**src/rtl/ex_muldiv_if.sv**
```systemverilog
// Handshake and result bundle between the EX stage and the iterative multiply/divide unit.
// The pipeline side is the master; the arithmetic unit is the slave.
interface ex_muldiv_if #(
    parameter int WIDTH = 32
);
    logic             start;
    logic [1:0]       op;
    logic [WIDTH-1:0] srcA;
    logic [WIDTH-1:0] srcB;
    logic             flush;
    logic             stall;
    logic             busy;
    logic             done;
    logic [WIDTH-1:0] hi;
    logic [WIDTH-1:0] lo;

    modport master (
        output start, op, srcA, srcB, flush,
        input  stall, busy, done, hi, lo
    );

    modport slave (
        input  start, op, srcA, srcB, flush,
        output stall, busy, done, hi, lo
    );
endinterface

```
**src/rtl/ex_muldiv.sv**
```systemverilog
// Iterative 32-cycle multiply/divide unit for the EX stage.
// Works on operand magnitudes and applies sign correction on the final iteration.
module ex_muldiv #(
    parameter int WIDTH = 32
) (
    input logic        clk,
    input logic        rst,
    ex_muldiv_if.slave bus
);
    typedef enum logic [1:0] {IDLE, CALC, DONE} stateT;

    stateT              state;
    stateT              nextState;
    logic [4:0]         cnt;
    logic               isDiv;
    logic               negLow;
    logic               negHigh;
    logic [WIDTH-1:0]   operand;
    logic [WIDTH-1:0]   hiReg;
    logic [WIDTH-1:0]   loReg;
    logic [2*WIDTH-1:0] acc;
    logic [2*WIDTH-1:0] stepAcc;
    logic [2*WIDTH-1:0] finalAcc;
    logic [WIDTH:0]     addSum;
    logic [WIDTH:0]     shifted;
    logic [WIDTH-1:0]   remSub;
    logic [WIDTH-1:0]   magA;
    logic [WIDTH-1:0]   magB;
    logic               signA;
    logic               signB;
    logic               stallInt;
    logic               busyInt;
    logic               doneInt;
    logic               accept;
    logic               finish;

    assign signA  = ~bus.op[0] & bus.srcA[WIDTH-1];
    assign signB  = ~bus.op[0] & bus.srcB[WIDTH-1];
    assign magA   = signA ? -bus.srcA : bus.srcA;
    assign magB   = signB ? -bus.srcB : bus.srcB;
    assign accept = (state == IDLE) && bus.start && !bus.flush;
    assign finish = (state == CALC) && !bus.flush && (cnt == 5'd31);

    always_ff @(posedge clk or posedge rst) begin
        if (rst) begin
            state <= IDLE;
        end else begin
            state <= nextState;
        end
    end

    always_comb begin
        nextState = state;
        stallInt  = 1'b0;
        busyInt   = 1'b0;
        doneInt   = 1'b0;
        case (state)
            IDLE: begin
                if (bus.start && !bus.flush) begin
                    nextState = CALC;
                    stallInt  = 1'b1;
                end
            end
            CALC: begin
                stallInt = 1'b1;
                busyInt  = 1'b1;
                if (bus.flush) begin
                    nextState = IDLE;
                end else if (cnt == 5'd31) begin
                    nextState = DONE;
                end
            end
            DONE: begin
                busyInt   = 1'b1;
                doneInt   = 1'b1;
                nextState = IDLE;
            end
            default: nextState = IDLE;
        endcase
    end

    // Multiply keeps {partial product, remaining multiplier bits} in acc;
    // divide keeps {partial remainder, dividend bits becoming quotient bits}.
    always_comb begin
        addSum  = {1'b0, acc[2*WIDTH-1:WIDTH]} + (acc[0] ? {1'b0, operand} : '0);
        shifted = {acc[2*WIDTH-1:WIDTH], acc[WIDTH-1]};
        remSub  = shifted[WIDTH-1:0] - operand;
        if (!isDiv) begin
            stepAcc = {addSum, acc[WIDTH-1:1]};
        end else if (shifted >= {1'b0, operand}) begin
            stepAcc = {remSub, acc[WIDTH-2:0], 1'b1};
        end else begin
            stepAcc = {shifted[WIDTH-1:0], acc[WIDTH-2:0], 1'b0};
        end
        if (!isDiv) begin
            finalAcc = negLow ? -stepAcc : stepAcc;
        end else begin
            finalAcc = {negHigh ? -stepAcc[2*WIDTH-1:WIDTH] : stepAcc[2*WIDTH-1:WIDTH],
                        negLow  ? -stepAcc[WIDTH-1:0]       : stepAcc[WIDTH-1:0]};
        end
    end

    // A zero divisor leaves the quotient at all ones, so its sign is never corrected.
    always_ff @(posedge clk or posedge rst) begin
        if (rst) begin
            cnt     <= 5'd0;
            isDiv   <= 1'b0;
            negLow  <= 1'b0;
            negHigh <= 1'b0;
            operand <= '0;
            acc     <= '0;
            hiReg   <= '0;
            loReg   <= '0;
        end else if (accept) begin
            cnt     <= 5'd0;
            isDiv   <= bus.op[1];
            negLow  <= bus.op[1] ? ((signA ^ signB) & (|bus.srcB)) : (signA ^ signB);
            negHigh <= bus.op[1] & signA;
            operand <= bus.op[1] ? magB : magA;
            acc     <= {{WIDTH{1'b0}}, (bus.op[1] ? magA : magB)};
        end else if (state == CALC) begin
            cnt <= cnt + 5'd1;
            acc <= stepAcc;
            if (finish) begin
                hiReg <= finalAcc[2*WIDTH-1:WIDTH];
                loReg <= finalAcc[WIDTH-1:0];
            end
        end
    end

    assign bus.stall = stallInt & ~rst;
    assign bus.busy  = busyInt;
    assign bus.done  = doneInt;
    assign bus.hi    = hiReg;
    assign bus.lo    = loReg;
endmodule

```
**src/flat_wrapper.sv**
```systemverilog
// flat-port wrapper written by rule: the top's interface ports become plain ports
module ex_muldiv_flat 
#(
    parameter int WIDTH = 32
)
  (clk, rst, bus_start, bus_op, bus_srcA, bus_srcB, bus_flush, bus_stall, bus_busy, bus_done, bus_hi, bus_lo);
  ex_muldiv_if #(.WIDTH(WIDTH)) bus_i ();
  input logic clk;
  input logic rst;
  input wire logic [$bits(bus_i.start)-1:0] bus_start;
  input wire logic [$bits(bus_i.op)-1:0] bus_op;
  input wire logic [$bits(bus_i.srcA)-1:0] bus_srcA;
  input wire logic [$bits(bus_i.srcB)-1:0] bus_srcB;
  input wire logic [$bits(bus_i.flush)-1:0] bus_flush;
  output wire logic [$bits(bus_i.stall)-1:0] bus_stall;
  output wire logic [$bits(bus_i.busy)-1:0] bus_busy;
  output wire logic [$bits(bus_i.done)-1:0] bus_done;
  output wire logic [$bits(bus_i.hi)-1:0] bus_hi;
  output wire logic [$bits(bus_i.lo)-1:0] bus_lo;
  assign bus_i.start = bus_start;
  assign bus_i.op = bus_op;
  assign bus_i.srcA = bus_srcA;
  assign bus_i.srcB = bus_srcB;
  assign bus_i.flush = bus_flush;
  assign bus_stall = bus_i.stall;
  assign bus_busy = bus_i.busy;
  assign bus_done = bus_i.done;
  assign bus_hi = bus_i.hi;
  assign bus_lo = bus_i.lo;
  ex_muldiv #(.WIDTH(WIDTH)) u_core (.clk(clk), .rst(rst), .bus(bus_i));
endmodule
```
**config.mk**
```make
export PLATFORM = sky130hd
export DESIGN_NAME = ex_muldiv_flat
export DESIGN_NICKNAME = d
export VERILOG_FILES = /design/src/rtl/ex_muldiv_if.sv /design/src/rtl/ex_muldiv.sv /design/src/flat_wrapper.sv
export SDC_FILE = /design/constraint.sdc
export NUM_CORES = 1
export LEC_CHECK = 0
export CELL_PAD_IN_SITES_DETAIL_PLACEMENT = 0
export CELL_PAD_IN_SITES_GLOBAL_PLACEMENT = 1
export CORE_AREA = 5 5 183 185
export DETAILED_ROUTE_END_ITERATION = 7
export DIE_AREA = 0 0 188 190
export DONT_BUFFER_PORTS = 1
export GPL_ROUTABILITY_DRIVEN = 1
export GPL_TIMING_DRIVEN = 0
export PLACE_DENSITY_LB_ADDON = 0.1
export SYNTH_ARGS = -nofsm -noshare
export SYNTH_HDL_FRONTEND = slang
export SYNTH_SLANG_ARGS = --single-unit
```
**constraint.sdc**
```tcl
create_clock -name clk -period 10.05 [get_ports clk]
set_input_delay 2.01 -clock clk [delete_from_list [all_inputs] [get_ports clk]]
set_output_delay 2.01 -clock clk [all_outputs]
set_load 0.01 [all_outputs]
```
==> results of run 1 <==
-- per-layer routing --
metal,up-vias,track usage [%]
met2,637,55.5
met3,187,5.83
met4,0,19.3
li1,7313,-
met5,-,0
met1,7499,40.8
-- power groups by stage --
stage / clock [uW] / sequential, uW / combinational [uW]
finish: 773 / 1220 / 4950
global route: 804 / 1230 / 5360
CTS: 776 / 1200 / 4890
detailed placement: 0 / 1210 / 4860
global placement: 0 / 1210 / 4820
floorplan: 0 / 1060 / 3490
-- worst max-delay path, stage by stage --
cell and delay (ns):
nand2b_1 0.16, nor2_1 0.51, clkbuf_1 0.57, clkbuf_1 0.67
nor2_1 0.15, nor2_1 0.24
-- kinds of logic (layout without fill, tap and decap cells) --
logic type      after synthesis  after routing  share of synthesized area, %
xor+xnor                    158            158                          8.86
simple gates                736            736                          22.5
buf+inv                     180            213                          4.74
fa+ha+maj                    75             75                          6.10
mux                          75             75                          4.88
compound gates              631            631                          25.7
flops                       170            170                          27.2
-- sequential cells by signal (all words and copies together), names as in the netlist --
register / flops
u_core.negLow: 1
u_core.acc: 64
u_core.cnt: 5
u_core.bus.hi: 32
u_core.state: 2
u_core.bus.lo: 32
u_core.operand: 32
u_core.isDiv: 1
u_core.negHigh: 1
-- cell usage in the layout (no fill, tap or decap), types with 6 or more instances in the layout --
cell type,n
inv_1,70
a211o_1,9
o21ai_0,210
nand2b_1,22
o31ai_1,18
a31oi_1,23
buf_1,18
and4_1,7
dfrtp_1,170
or2_2,8
buf_2,19
nor4_1,15
o211ai_1,49
mux2_2,9
a21oi_1,128
a21boi_0,6
mux2i_1,66
o21ai_1,24
nand3_1,26
xnor2_1,99
a21oi_2,8
and2_1,40
nor2b_1,13
nor3_1,59
clkbuf_16,17
xor2_1,59
ha_1,73
a211oi_1,37
nand4_1,19
or3_1,20
clkbuf_1,66
a21o_1,32
o21bai_1,9
o21a_1,14
nand2_1,283
nor3b_1,7
nor2_1,171
and3_1,13
-- metrics by stage --
step	worst slack [ns]	power [uW]
after floorplan	3.44	4550
after global routing	3.58	7400
after detailed placement	3.78	6080
after global placement	1.62	6030
final	3.73	6950
after CTS	3.78	6860
-- path summary, 6_finish.rpt --
check,slack (ns),startpoint,end
setup / recovery,3.73,bus_flush,bus_stall
hold / removal,0.54,u_core.operand[2]$_DFFE_PP0P_,u_core.operand[2]$_DFFE_PP0P_
setup reg to reg,3.89,u_core.operand[24]$_DFFE_PP0P_,u_core.bus.hi[30]$_DFFE_PP0P_
hold reg to reg,0.54,u_core.operand[2]$_DFFE_PP0P_,u_core.operand[2]$_DFFE_PP0P_
max in group asynchronous,7.73,rst,u_core.operand[8]$_DFFE_PP0P_
min in group asynchronous,1.37,rst,u_core.bus.lo[31]$_DFFE_PP0P_
-- layout make-up --
type | instances | area [um^2]
Inverter | 72 | 278
Sequential cell | 170 | 4250
Buffer | 108 | 470
Multi-Input combinational cell | 1675 | 10600
Clock buffer | 18 | 439
Timing Repair Buffer | 1 | 27.5
Tap cell | 408 | 510
Clock inverter | 14 | 238
Fill cell | 3138 | 15000
==> impl_metrics.ini, run 1 <==
[place]
port_buffers = 0
dp_cells = 2434
place_area_um2 = 16200
routabilityCongestion = 0.944
hpwl_mm = 49.0

[detailed_routing]
drt_wl_total_mm = 60.5
routedLengthMet1_mm = 24.2
met3WireLength_mm = 3.83
route.detailed.drc = 0
first_pass_iters = 5
wl_met2_mm = 28.4
top_layer_used = met4
avgViaCountPerCell = 6.34
ant_nets = 0
vias = 15600
first_iter_violations = 1322
wl_per_cell_um = 24.5

[logic_synthesis]
yosysWarnings = 0
synth.top_cell.area_share_pct = 27.2
synth_area_leaders = dfrtp_1 27%, nand2_1 6.8%, o21ai_0 6.7%
ys_seq_elements = 170
synth.net_count = 2170
synth_top_flop_cell = dfrtp_1
ys_async_sr_fraction_pct = 100
synth_area_um2 = 15600
ys_types = 94
yosysTopAreaCell = dfrtp_1
synth_edf_count = 0
yosysMostFrequentCell = nand2_1
synthTopCellsByCount = 283 x nand2_1, 210 x o21ai_0, 171 x nor2_1, 170 x dfrtp_1, 128 x a21oi_1
yosysSeqAreaShare_pct = 27.2
synth_cells = 2025
avgSynthCellArea_um2 = 7.72

[power_and_ir_drop]
power_frac_comb_pct = 71.3
ir_worst_vdd_mv = 0.193
leakage_uw = 0.00698
power_frac_seq_pct = 17.6
clockPowerShare_pct = 11.1
switching_share_pct = 55.5
power_switching_uw = 3860
internal_power_uw = 3090
p_per_area_nw_per_um2 = 412

[clock_network]
cts-root-buf = clkbuf_16
tritoncts.num_buffers = 17
clock_latency_ns = 0.46
post_cts_buffers = 0
hold_buffers = 0
cts_buffer_depth = 2
post_cts_resized = 0
cts.sinks = 170
clkSlewWorstSetupHoldPaths_ns = 0.07
cts_tree = yes
cts-htree-levels = 4

[timing]
holdWs_ns = 0.544
fmax_ghz = 0.158
final.min_clock_period_ns = 6.32
finClkSkew_ns = 0.0171
finalSetupViolCount = 0
worst_pin_slew_ns = 1.26
rsz0062_at_grt = false
period_share_pct = 62.9
hold_viol_final = 0
drv_slew = 0
slew_headroom_pct = 14.0
fin_tns_setup_ns = 0

[setup_path]
worstPathArrival_ns = 4.31
cp.required_ns = 8.04
cp-end-kind = output port
start_kind = input pin
worstRegToRegCells = 22
critPathKind = in -> out
crit_fanout = 10

[layout]
diodes = 0
layout.cell_area.non_filler_um2 = 16800
stdcell_count = 2466
drive_above_1_share_pct = 5.88
nNetsFinal = 2190
syn2layout_area_growth_pct = 7.82
fin_util_pct = 52.9

[die]
rows = 66
die-height_um = 190
die-area_um2 = 35700
start_util_pct = 49.0
core_region_area_um2 = 31900
die_w_um = 188
ios = 137

[grt]
grt_use_total_pct = 33.4
grt_pass1_wl_mm = 91.7
grt_max_degree = 132
antenna_found_initial = 0
grt_pass1_vias = 15200
grt-ovfl-total = 0

[status]
status = finished clean

[run]
drv_cap = 0

[min_path]
holdPathStages = 2
worst_hold_path_type = reg -> reg
Power figures use the tool's default switching activity.
==> run 2, diff against run 1 <==
- CORE_AREA: 5 5 183 185 -> 5 5 185 187
- DIE_AREA: 0 0 188 190 -> 0 0 190 192
- clock period: 10.05 -> 6.05 ns (I/O delays scaled with it)
==> impl_metrics.ini, run 2 (synthesis results as in run 1) <==
[clock_network]
cts_tree = yes
clock_latency_ns = 0.46
hold_buffers = 0
cts_buffer_depth = 2
cts.sinks = 170
clkSlewWorstSetupHoldPaths_ns = 0.07
cts-htree-levels = 4
cts-root-buf = clkbuf_16
tritoncts.num_buffers = 17

[grt]
grt_pass1_vias = 15100
grt_use_total_pct = 32.6
antenna_found_initial = 0
grt-ovfl-total = 0
grt_pass1_wl_mm = 90.5
grt_max_degree = 93

[die]
start_util_pct = 48.4
core_region_area_um2 = 32300
die-height_um = 192
rows = 66
die-area_um2 = 36500
die_w_um = 190
ios = 137

[run]
drv_cap = 0

[layout]
nFillCells = 3263
stdcell_count = 2501
layout_common_cells = 283 x nand2_1, 210 x o21ai_0, 171 x nor2_1, 170 x dfrtp_1, 127 x a21oi_1
top_register = u_core.acc
multi_input_area_um2 = 10600
syn2layout_area_growth_pct = 7.58
largest_register_ffs = 64
area.sequential_um2 = 4250
drive_above_1_share_pct = 5.93
diodes = 0
nNetsFinal = 2191
final_common_cell = nand2_1

[setup_path]
cp.required_ns = 6.36
start_kind = register
worstPathArrival_ns = 6.07
cp-end-kind = register
crit_fanout = 10
ff2ff_setup_slack_ns = 0.30
critPathKind = reg -> reg

[timing]
finClkSkew_ns = 0.0170
rsz0062_at_grt = false
slew_headroom_pct = 12.0
fmax_ghz = 0.174
hold_viol_final = 0
holdWs_ns = 0.516
worst_pin_slew_ns = 1.29
final.min_clock_period_ns = 5.75
period_share_pct = 95.1
finalSetupViolCount = 0
drv_slew = 0

[detailed_routing]
route.detailed.drc = 0
first_iter_violations = 1339
drt_wl_total_mm = 60.3
wl_per_cell_um = 24.1
first_pass_iters = 6
vias = 15600
avgViaCountPerCell = 6.24
ant_nets = 0

[power_and_ir_drop]
leakage_uw = 0.00694
p_per_area_nw_per_um2 = 676
ir_worst_vdd_mv = 0.467

[place]
routabilityCongestion = 0.977
hpwl_mm = 48.9
port_buffers = 0
dp_cells = 2468

[status]
status = finished clean

[min_path]
worst_hold_path_type = reg -> reg
run 2: layer usage:
layer	global-route usage, %	vias to the layer above	wire length [um]
met5	0	-	0
met4	17.5	0	3690
met3	5.11	173	3410
met2	55.4	595	28900
met1	39.7	7486	24300
li1	-	7345	-
run 2: worst paths after layout:
path                                                startpoint                        endpoint  depth (start not counted)
worst max register to register  u_core.operand[30]$_DFFE_PP0P_   u_core.bus.hi[30]$_DFFE_PP0P_                         21
max in group asynchronous                                  rst  u_core.operand[12]$_DFFE_PP0P_                          2
worst min register to register   u_core.operand[2]$_DFFE_PP0P_   u_core.operand[2]$_DFFE_PP0P_                          2
min in group asynchronous                                  rst   u_core.bus.lo[30]$_DFFE_PP0P_                          1
worst min-delay path             u_core.operand[2]$_DFFE_PP0P_   u_core.operand[2]$_DFFE_PP0P_                          2
worst max-delay path            u_core.operand[30]$_DFFE_PP0P_   u_core.bus.hi[30]$_DFFE_PP0P_                         21
run 2: critical path: stages, from the launching register on:
cell      delay (ns)
dfrtp_1         0.52
inv_1           0.08
ha_1            0.38
a21o_1          0.24
a211o_1         0.30
a21oi_2         0.24
o211ai_2        0.18
buf_2           0.25
o41a_1          0.55
inv_2           0.13
ha_1            0.22
nand2_1         0.05
or2_2           0.32
nor2_1          0.15
nand4_1         0.23
or2_2           0.40
nor2_1          0.26
nor2_1          0.17
nor3_2          0.39
a41oi_1         0.21
xnor2_1         0.21
o21ai_1         0.08
run 2: cell type report:
type,count,share of cell area [%]
flip-flops and latches,170,25.3
repair buffers,2,0.208
clock inverters,14,0.923
multi-input cells,1675,63.3
clock buffers,18,2.55
inverters,72,1.65
well taps,442,3.29
plain buffers,108,2.80
run 2: through the flow:
| step | cell area (um^2) | setup slack (ns) | TNS, ns | utilization (%) | total power (uW) |
|---|---|---|---|---|---|
| final | 16800 | 0.296 | 0 | 52.1 | 11400 |
| after global routing | 16800 | 0.114 | 0 | 52.1 | 12100 |
| after CTS | 16800 | 0.107 | 0 | 52.0 | 11200 |
| after detailed placement | 16200 | 0.135 | 0 | 50.2 | 10100 |
| after global placement | 16200 | -1.77 | -297.14 | 50.1 | 10000 |
| after floorplan | 15600 | 0.237 | 0 | - | 7560 |
run 2: where the power goes:
part           internal (uW)  switching [uW]  leakage (uW)
Sequential              1490             525       0.00218
Combinational           2900            5340       0.00448
Clock                    553             566      0.000279
run 2: what timing repair did:
action                                  CTS  global route
buffers inserted                          0             1
endpoints found under the setup margin    0             7
gates resized for setup                   0             1
==> run 3, diff against run 2 <==
- PLACE_DENSITY: default -> 0.85
- PLACE_DENSITY_LB_ADDON: 0.1 -> default
==> impl_metrics.ini, run 3 (synthesis results as in run 1) <==
[grt]
grt_use_total_pct = 31.6
grt_pass1_vias = 15100
antenna_found_initial = 2
grt-ovfl-total = 0
grt_max_degree = 92
grt_pass1_wl_mm = 88.5

[clock_network]
cts_buffer_depth = 2
cts-htree-levels = 4
cts-root-buf = clkbuf_16
clkSlewWorstSetupHoldPaths_ns = 0.07
clock_latency_ns = 0.46
cts_tree = yes
cts.sinks = 170
tritoncts.num_buffers = 17

[setup_path]
crit_fanout = 10
path_common_cell = nor2_1
cp_slowest_cell = o41a_1
worstRegToRegCells = 22
critPathCapture = u_core.bus.hi[30]$_DFFE_PP0P_
cp-startpoint = u_core.operand[24]$_DFFE_PP0P_
max_stage_delay_ns = 0.55
cp.required_ns = 6.37
r2r-end = u_core.bus.hi[30]$_DFFE_PP0P_
cp-end-kind = register
r2r-start = u_core.operand[24]$_DFFE_PP0P_
crit_chain = inv_1, ha_1, buf_2, a21oi_1, o21ai_0, a21oi_2, o211ai_2, buf_2, o41a_1, inv_2, ha_1, nand2_1, or2_2, nor2_1, nand4_1, or2_2, nor2_1, nor2_1, nor3_2, a41oi_1, xnor2_1, o21ai_1
ff2ff_setup_slack_ns = 0.16
start_kind = register
worstPathArrival_ns = 6.20
critPathKind = reg -> reg

[timing]
hold_viol_final = 0
finClkSkew_ns = 0.0166
fin_tns_setup_ns = 0
drv_slew = 0
finalSetupViolCount = 0
period_share_pct = 97.3
slew_headroom_pct = 31.8
rsz0062_at_grt = false
worst_pin_slew_ns = 0.997
fmax_ghz = 0.170
final.min_clock_period_ns = 5.89

[run]
drv_cap = 0

[layout]
final_common_cell = nand2_1
diodes = 0
layout_common_cells = 283 x nand2_1, 210 x o21ai_0, 171 x nor2_1, 170 x dfrtp_1, 127 x a21oi_1
syn2layout_area_growth_pct = 7.43
largest_register_ffs = 64
drive_above_1_share_pct = 5.93
nFillCells = 3166
top_register = u_core.acc
nNetsFinal = 2190

[detailed_routing]
vias = 15800
ant_nets = 0
first_pass_iters = 7
first_iter_violations = 1544
drt_wl_total_mm = 58.8
wl_per_cell_um = 23.5
avgViaCountPerCell = 6.30
route.detailed.drc = 0

[place]
routabilityCongestion = 0.985
hpwl_mm = 47.7
port_buffers = 0

[power_and_ir_drop]
total_power_uw = 11300
p_per_area_nw_per_um2 = 671
leakage_uw = 0.00693
ir_worst_vdd_mv = 0.347

[die]
ios = 137
die-area_um2 = 36500
die_w_um = 190
rows = 66
core_region_area_um2 = 32300
die-height_um = 192
start_util_pct = 48.4

[min_path]
worst_hold_path_type = reg -> reg

[status]
status = finished clean
==> run 3: cell count changes in the layout (fill, tap and decap cells not counted) <==
cell	previous run	this run
inv_8	6	2
clkbuf_1	67	66
buf_4	1	0
clkinv_8	3	1
clkinv_4	3	6
inv_6	1	4
clkbuf_8	0	1
==> run 3: per-stage QoR <==
step / hold slack, ns / setup slack, ns / instances / area (um^2) / utilization [%]
4_1_cts: 0.538 / 0.129 / 2500 / 16800 / 52.0
5_1_grt: 0.572 / 0.0342 / 2500 / 16800 / 52.0
6_report: 0.534 / 0.162 / 2500 / 16800 / 52.0
3_5_place_dp: 0.518 / 0.202 / 2468 / 16200 / 50.2
3_3_place_gp: 0.510 / -1.59 / 2467 / 16200 / 50.1
2_1_floorplan: 0.464 / 0.237 / 2025 / 15600 / -
==> run 3: power breakdown <==
part           internal [uW]  switching, uW  total [uW]
registers               1490            526        2020
clock network            551            542        1090
logic                   2890           5270        8150
==> run 3: layer usage <==
layer  vias up  wire, um  part of all wire, %  GRT usage (%)
met1      7606     23600                   40           38.7
met3       181      3740                  6.4           5.27
met4         0      3390                  5.8           15.6
met5         -         0                    0              0
li1       7307         -                    -              -
met2       656     28100                   48           54.0
==> run 3: worst min-delay path by stage <==
stage,to,from,slack (ns),cells after the start
after global routing,u_core.cnt[3]$_DFFE_PP0P_,u_core.cnt[3]$_DFFE_PP0P_,0.57,2
after floorplan,u_core.operand[11]$_DFFE_PP0P_,u_core.operand[11]$_DFFE_PP0P_,0.46,2
after detailed placement,u_core.cnt[3]$_DFFE_PP0P_,u_core.cnt[3]$_DFFE_PP0P_,0.52,2
final,u_core.cnt[3]$_DFFE_PP0P_,u_core.cnt[3]$_DFFE_PP0P_,0.53,2
after CTS,u_core.cnt[3]$_DFFE_PP0P_,u_core.cnt[3]$_DFFE_PP0P_,0.54,2
after global placement,u_core.cnt[4]$_DFFE_PP0P_,u_core.cnt[4]$_DFFE_PP0P_,0.51,2
==> run 3: critical path: cells and delay by family, from the launching register on <==
kind / cells / cell delay (ns)
compound gates: 7 / 1.88
flops: 1 / 0.48
fa+ha+maj: 2 / 0.49
buf+inv: 4 / 0.64
xor+xnor: 1 / 0.27
simple gates: 8 / 1.98
==> run 3: final cells by class <==
class                           instances  area (um^2)  area share, %
Timing Repair Buffer                    1         27.5          0.164
Tap cell                              442          553           3.29
Sequential cell                       170         4250           25.3
Buffer                                108          470           2.80
Multi-Input combinational cell       1675        10600           63.3
Clock buffer                           18          439           2.62
Clock inverter                         14          130          0.775
Inverter                               72          278           1.65
==> run 3: timing repair <==
item                       in CTS  in global routing
hold buffers                    0                  0
setup endpoints to repair       0                  5
buffers inserted                0                  0
resized for setup               0                  1
